### src/rtl/ff_net_pkg.sv
// rtl/ff_net_pkg.sv - shared FSM states, address map and sizing helpers for ff_net_driver
package ff_net_pkg;

  typedef enum logic [2:0] {
    IDLE,
    LOAD_W,
    LOAD_I,
    WAIT_DOWN,
    READ_O,
    DONE,
    ABORT
  } state_t;

  localparam int DEF_LENGHT_I   = 8;
  localparam int DEF_LENGHT_MID = 4;
  localparam int DEF_LENGHT_O   = 2;
  localparam int W_BASE         = 0;

  function automatic int calc_nw(input int li, input int lm, input int lo);
    return li * lm + lm * lo;
  endfunction

  // One spare address separates each region of the network register map.
  function automatic int calc_i_base(input int li, input int lm, input int lo);
    return calc_nw(li, lm, lo) + 1;
  endfunction

  function automatic int calc_o_base(input int li, input int lm, input int lo);
    return calc_nw(li, lm, lo) + li + 2;
  endfunction

  function automatic int calc_addr_w(input int li, input int lm, input int lo);
    return $clog2(calc_o_base(li, lm, lo) + lo);
  endfunction

endpackage

### src/rtl/ff_net_timeout.sv
// rtl/ff_net_timeout.sv - saturating no-progress cycle counter with clear/enable and hit flag
module ff_net_timeout #(
  parameter int  TIMEOUT = 1023,
  localparam int CW      = $clog2(TIMEOUT + 1)
) (
  input  logic clk,
  input  logic rst_n,
  input  logic clr_i,
  input  logic en_i,
  output logic hit_o
);

  localparam logic [CW-1:0] LIMIT = CW'(TIMEOUT);

  logic [CW-1:0] cnt_q, cnt_d;

  always_comb begin
    cnt_d = cnt_q;
    if (clr_i) begin
      cnt_d = '0;
    end else if (en_i && (cnt_q != LIMIT)) begin
      cnt_d = cnt_q + 1'b1;
    end
  end

  // Flags the cycle that completes TIMEOUT idle cycles, so the abort lands on the next one.
  assign hit_o = en_i && !clr_i && (cnt_d == LIMIT);

  always_ff @(posedge clk or negedge rst_n) begin
    if (!rst_n) begin
      cnt_q <= '0;
    end else begin
      cnt_q <= cnt_d;
    end
  end

endmodule

### src/rtl/ff_net_driver.sv
// rtl/ff_net_driver.sv - bus initiator loading weights/inputs into ff_network and streaming its outputs back
module ff_net_driver
  import ff_net_pkg::*;
#(
  parameter int  WIDTH      = 32,
  parameter int  LENGHT_I   = DEF_LENGHT_I,
  parameter int  LENGHT_MID = DEF_LENGHT_MID,
  parameter int  LENGHT_O   = DEF_LENGHT_O,
  parameter int  TIMEOUT    = 1023,
  localparam int WIDTH_ADDR = calc_addr_w(LENGHT_I, LENGHT_MID, LENGHT_O),
  localparam int IDX_W      = (LENGHT_O > 1) ? $clog2(LENGHT_O) : 1
) (
  input  logic                  clk,
  input  logic                  reset,
  input  logic                  start,
  input  logic                  reload_w,
  input  logic                  src_valid,
  input  logic [WIDTH-1:0]      src_data,
  output logic                  src_ready,
  output logic                  res_valid,
  output logic [WIDTH-1:0]      res_data,
  output logic [IDX_W-1:0]      res_idx,
  output logic                  busy,
  output logic                  done,
  output logic                  timeout,
  output logic                  bus_write,
  output logic                  bus_read,
  output logic [WIDTH_ADDR-1:0] bus_addr,
  output logic [WIDTH-1:0]      bus_wdata,
  input  logic [WIDTH-1:0]      bus_rdata,
  input  logic                  net_ready,
  input  logic                  net_down
);

  localparam int NW = calc_nw(LENGHT_I, LENGHT_MID, LENGHT_O);
  localparam logic [WIDTH_ADDR-1:0] W_BASE_A = WIDTH_ADDR'(W_BASE);
  localparam logic [WIDTH_ADDR-1:0] I_BASE_A = WIDTH_ADDR'(calc_i_base(LENGHT_I, LENGHT_MID, LENGHT_O));
  localparam logic [WIDTH_ADDR-1:0] O_BASE_A = WIDTH_ADDR'(calc_o_base(LENGHT_I, LENGHT_MID, LENGHT_O));
  localparam logic [WIDTH_ADDR-1:0] W_LAST   = WIDTH_ADDR'(NW - 1);
  localparam logic [WIDTH_ADDR-1:0] I_LAST   = WIDTH_ADDR'(LENGHT_I - 1);
  localparam logic [WIDTH_ADDR-1:0] O_LAST   = WIDTH_ADDR'(LENGHT_O - 1);

  state_t                state_q, state_d;
  logic [WIDTH_ADDR-1:0] cnt_q, cnt_d;
  logic                  res_valid_q;
  logic [IDX_W-1:0]      res_idx_q;
  logic                  loading, reading, handshake, progress, timed, tmo_hit;

  always_comb begin
    loading   = (state_q == LOAD_W) || (state_q == LOAD_I);
    reading   = (state_q == READ_O);
    src_ready = loading && net_ready;
    handshake = src_ready && src_valid;
    progress  = handshake || reading || ((state_q == WAIT_DOWN) && net_down);
    timed     = loading || reading || (state_q == WAIT_DOWN);
  end

  ff_net_timeout #(
    .TIMEOUT(TIMEOUT)
  ) u_timeout (
    .clk  (clk),
    .rst_n(reset),
    .clr_i(progress || !timed),
    .en_i (timed),
    .hit_o(tmo_hit)
  );

  always_comb begin
    state_d = state_q;
    cnt_d   = cnt_q;
    unique case (state_q)
      IDLE: begin
        if (start) begin
          state_d = reload_w ? LOAD_W : LOAD_I;
          cnt_d   = '0;
        end
      end
      LOAD_W: begin
        if (handshake) begin
          if (cnt_q == W_LAST) begin
            state_d = LOAD_I;
            cnt_d   = '0;
          end else begin
            cnt_d = cnt_q + 1'b1;
          end
        end else if (tmo_hit) begin
          state_d = ABORT;
        end
      end
      LOAD_I: begin
        if (handshake) begin
          if (cnt_q == I_LAST) begin
            state_d = WAIT_DOWN;
            cnt_d   = '0;
          end else begin
            cnt_d = cnt_q + 1'b1;
          end
        end else if (tmo_hit) begin
          state_d = ABORT;
        end
      end
      // Level-sensitive: a net_down already high on entry still costs one cycle here.
      WAIT_DOWN: begin
        if (net_down) begin
          state_d = READ_O;
          cnt_d   = '0;
        end else if (tmo_hit) begin
          state_d = ABORT;
        end
      end
      READ_O: begin
        if (cnt_q == O_LAST) begin
          state_d = DONE;
          cnt_d   = '0;
        end else begin
          cnt_d = cnt_q + 1'b1;
        end
      end
      DONE, ABORT: begin
        state_d = IDLE;
        cnt_d   = '0;
      end
      default: begin
        state_d = IDLE;
        cnt_d   = '0;
      end
    endcase
  end

  always_comb begin
    bus_write = handshake;
    bus_read  = reading;
    bus_wdata = handshake ? src_data : '0;
    bus_addr  = '0;
    if (handshake) begin
      bus_addr = ((state_q == LOAD_W) ? W_BASE_A : I_BASE_A) + cnt_q;
    end else if (reading) begin
      bus_addr = O_BASE_A + cnt_q;
    end
  end

  always_ff @(posedge clk or negedge reset) begin
    if (!reset) begin
      state_q     <= IDLE;
      cnt_q       <= '0;
      res_valid_q <= 1'b0;
      res_idx_q   <= '0;
    end else begin
      state_q     <= state_d;
      cnt_q       <= cnt_d;
      res_valid_q <= reading;
      res_idx_q   <= reading ? IDX_W'(cnt_q) : '0;
    end
  end

  // Read data arrives the cycle after bus_read, which is exactly when res_valid is up.
  assign res_valid = res_valid_q;
  assign res_idx   = res_idx_q;
  assign res_data  = res_valid_q ? bus_rdata : '0;
  assign busy      = (state_q != IDLE);
  assign done      = (state_q == DONE);
  assign timeout   = (state_q == ABORT);

endmodule

### config.mk
export PLATFORM = sky130hd
export DESIGN_NAME = ff_net_driver
export DESIGN_NICKNAME = d
export VERILOG_FILES = /design/src/rtl/ff_net_pkg.sv /design/src/rtl/ff_net_timeout.sv /design/src/rtl/ff_net_driver.sv
export SDC_FILE = /design/constraint.sdc
export NUM_CORES = 1
export LEC_CHECK = 0
export CAP_MARGIN = 30
export CORE_MARGIN = 1.5
export CORE_UTILIZATION = 37
export CTS_CLUSTER_SIZE = 12
export DETAILED_ROUTE_END_ITERATION = 10
export GPL_TIMING_DRIVEN = 0
export PLACE_DENSITY = 0.9
export SLEW_MARGIN = 20
export SYNTH_ARGS = -nofsm -noshare
export SYNTH_HDL_FRONTEND = slang
export SYNTH_SLANG_ARGS = --single-unit
### constraint.sdc
create_clock -name clk -period 5.9 [get_ports clk]
set_input_delay 1.475 -clock clk [delete_from_list [all_inputs] [get_ports clk]]
set_output_delay 1.475 -clock clk [all_outputs]
set_load 0.05 [all_outputs]
==> metrics.csv <==
metric,value,unit
status,completed,
gp_congestion,0.916,
clock-sinks,21,
io_pins,149,
crit_arrival,3.78,ns
clkTransAtPathRegs,0.07,ns
critPathMaxStageDelay,0.88,ns
numCtsBuffers,3,
cp.required,4.43,ns
synthDistinctLibCells,48,
p_total,1110,uW
rows,26,
synth-async-reset-ratio,100,%
p_leak,0.00140,uW
start_util,38.7,%
postCtsResizedCells,0,
skew,0.00107,ns
grt-ovfl-total,0,
seq_area,526,um2
ys_warn_count,0,
wl_met3,478,um
wl_met2,3.80,mm
post_cts_buffers,0,
crit_family,buffers and inverters,
grt_pass1_wl,11.7,mm
first_pass_iters,4,
core,5140,um2
postCtsHoldBufs,0,
vias,2481,
top_layer,met4,
grt_antenna_before_repair,0,
pwr_density_cell,309,nW/um2
grt_max_degree,22,
wl,7.20,mm
port_buffers,148,
cts_tree,yes,
dp_slack,0.629,ns
clock_latency,0.26,ns
drt_iter0_drc,133,
htree_levels,1,
max-clock-path-buffers,2,
avgRoutedWirePerCell,14.9,um
criticalPathCategory,input pin to primary output,
vdd.ir_drop.worst,0.226,mV
slew_violations,0,
final_antenna_net_count,0,
wl_met1,2.77,mm
slowest_stage,clkdlybuf4s50_1,
fin_area,3600,um2
worst-path-buf-inv,4,
fin_util,70.0,%
setup_tns,0,ns
drive_gt1_share,3.40,%
hold_violations,0,
synth.yosys.seq_area_share,26.4,%
grt_pass1_vias,2379,
syn_to_final_growth,81.0,%
hold_path_class,flop to flop,
setup_slack,0.644,ns
synthTopCellsByArea,"dfrtp_1, and2_1, ha_1, xnor2_1, nor2_1",
critPathLaunchType,input pin,
max-cap-violations,0,
yosysTopAreaCell,dfrtp_1,
yosysTopAreaCellShare,26.4,%
cts_root_buf,clkbuf_8,
drc_errors,0,
crit_chain,clkdlybuf4s50_1 -> and2_1 -> nand2_1 -> inv_2 -> buf_2 -> nand3b_1 -> o21ai_0 -> nand2_1 -> o221ai_1 -> clkdlybuf4s50_1,
nNetsFinal,491,
synth-edff-count,0,
period_needed,5.26,ns
tightest_slew,0.624,ns
rsz0062_at_grt,false,
placed_area,3560,um2
synth_cells,260,
via_per_inst,5.15,
worst-path-max-fanout,10,
fmaxAchievable,190,MHz
place_hpwl,6.00,mm
diodes,0,
dieWidth,76.3,um
multi_input_area,1360,um2
synth_seq_cells,21,
syn_nets,338,
die-area,5820,um2
die_h,76.3,um
n_fill_cell,432,
synthFlopType,dfrtp_1,
syn_avg_cell_area,7.64,um2
cp-end-kind,primary output,
grtUsageTotal,24.6,%
syn_area,1990,um2
period_share,89.1,%
slew_headroom,58.1,%
final-setup-viol-count,0,
==> layout by cell type (no fill, tap or decap), types with 3 or more instances in the layout <==
master | netlist | routed
buf_2 | 3 | 4
a31oi_1 | 5 | 5
and2_1 | 70 | 70
clkbuf_1 | 9 | 10
nand2_1 | 17 | 17
or3_1 | 3 | 3
nand2b_1 | 5 | 5
dfrtp_1 | 21 | 21
inv_1 | 6 | 6
xnor2_1 | 8 | 8
clkbuf_8 | 0 | 3
o21ai_1 | 3 | 3
nor2_1 | 18 | 18
clkdlybuf4s50_1 | 0 | 147
nand3_1 | 10 | 10
a21oi_1 | 12 | 12
a211oi_1 | 4 | 4
ha_1 | 7 | 7
o22ai_1 | 4 | 4
inv_2 | 3 | 3
nand4_1 | 5 | 5
nor3_1 | 3 | 3
o21ai_0 | 7 | 7
==> kinds of logic (layout without fill, tap and decap cells) <==
group           count (synthesis)  in the layout  share of synthesized area, %
simple gates                  144            144                          40.9
buf+inv                        23            175                          5.10
fa+ha+maj                       7              7                          4.41
mux                             1              1                         0.504
compound gates                 54             54                          18.2
xor+xnor                       10             10                          4.41
flops                          21             21                          26.4
==> layout make-up <==
cell class / count / share of cell area, %
repair buffers: 148 / 41.1
multi-input cells: 216 / 37.8
flip-flops and latches: 21 / 14.6
well taps: 70 / 2.44
inverters: 9 / 0.939
plain buffers: 14 / 1.88
clock buffers: 4 / 1.25
==> registers in the layout (all words and copies together) (netlist names) <==
signal and cells:
res_valid 1, cnt_q 6, u_timeout.cnt_q 10, state_q 3, res_idx 1
==> per-layer routing <==
layer,vias to the layer above,GRT usage (%)
li1,1201,-
met1,1128,27.1
met2,137,46.3
met3,15,5.63
met4,0,7.78
met5,-,0
==> worst min-delay path: stages, from the launching register on <==
cell and delay, ns:
dfrtp_1 0.39, mux2i_1 0.11, nor2_1 0.09
==> where the power goes <==
group / internal [uW] / switching, uW
registers: 169 / 33.7
clock network: 48.1 / 46.5
logic: 297 / 516
==> path summary, 6_finish.rpt <==
| kind | start | cells after the start | slack [ns] | end |
|---|---|---|---|---|
| worst min register to register | u_timeout.cnt_q[6] | 2 | 0.62 | u_timeout.cnt_q[6] |
| worst max register to register | u_timeout.cnt_q[0] | 7 | 3.67 | state_q[0] |
| worst min-delay path | u_timeout.cnt_q[6] | 2 | 0.62 | u_timeout.cnt_q[6] |
| max in group asynchronous | reset | 1 | 4.41 | cnt_q[2] |
| worst max-delay path | net_ready | 10 | 0.64 | bus_addr[3] |
| min in group asynchronous | reset | 1 | 1.16 | u_timeout.cnt_q[4] |
==> metrics by stage <==
stage | std cells | hold WS, ns
after floorplan | 260 | 0.551
after global placement | 478 | 0.583
after detailed placement | 478 | 0.600
after CTS | 482 | 0.617
after global routing | 482 | 0.640
final | 482 | 0.619
==> synthesized netlist by cell type, types with 2 or more instances <==
| cell type | number |
|---|---|
| a211oi_1 | 4 |
| a21o_1 | 2 |
| a21oi_1 | 12 |
| a22o_1 | 2 |
| a22oi_1 | 2 |
| a31oi_1 | 5 |
| and2_1 | 70 |
| and3_1 | 2 |
| buf_2 | 3 |
| clkbuf_1 | 9 |
| dfrtp_1 | 21 |
| ha_1 | 7 |
| inv_1 | 6 |
| inv_2 | 3 |
| nand2_1 | 17 |
| nand2b_1 | 5 |
| nand3_1 | 10 |
| nand4_1 | 5 |
| nor2_1 | 18 |
| nor2b_1 | 2 |
| nor3_1 | 3 |
| nor3b_1 | 2 |
| nor4b_1 | 2 |
| o211ai_1 | 2 |
| o21ai_0 | 7 |
| o21ai_1 | 3 |
| o221ai_1 | 2 |
| o22ai_1 | 4 |
| or3_1 | 3 |
| xnor2_1 | 8 |
| xor2_1 | 2 |
No activity file was read; power rests on OpenSTA's default activity.
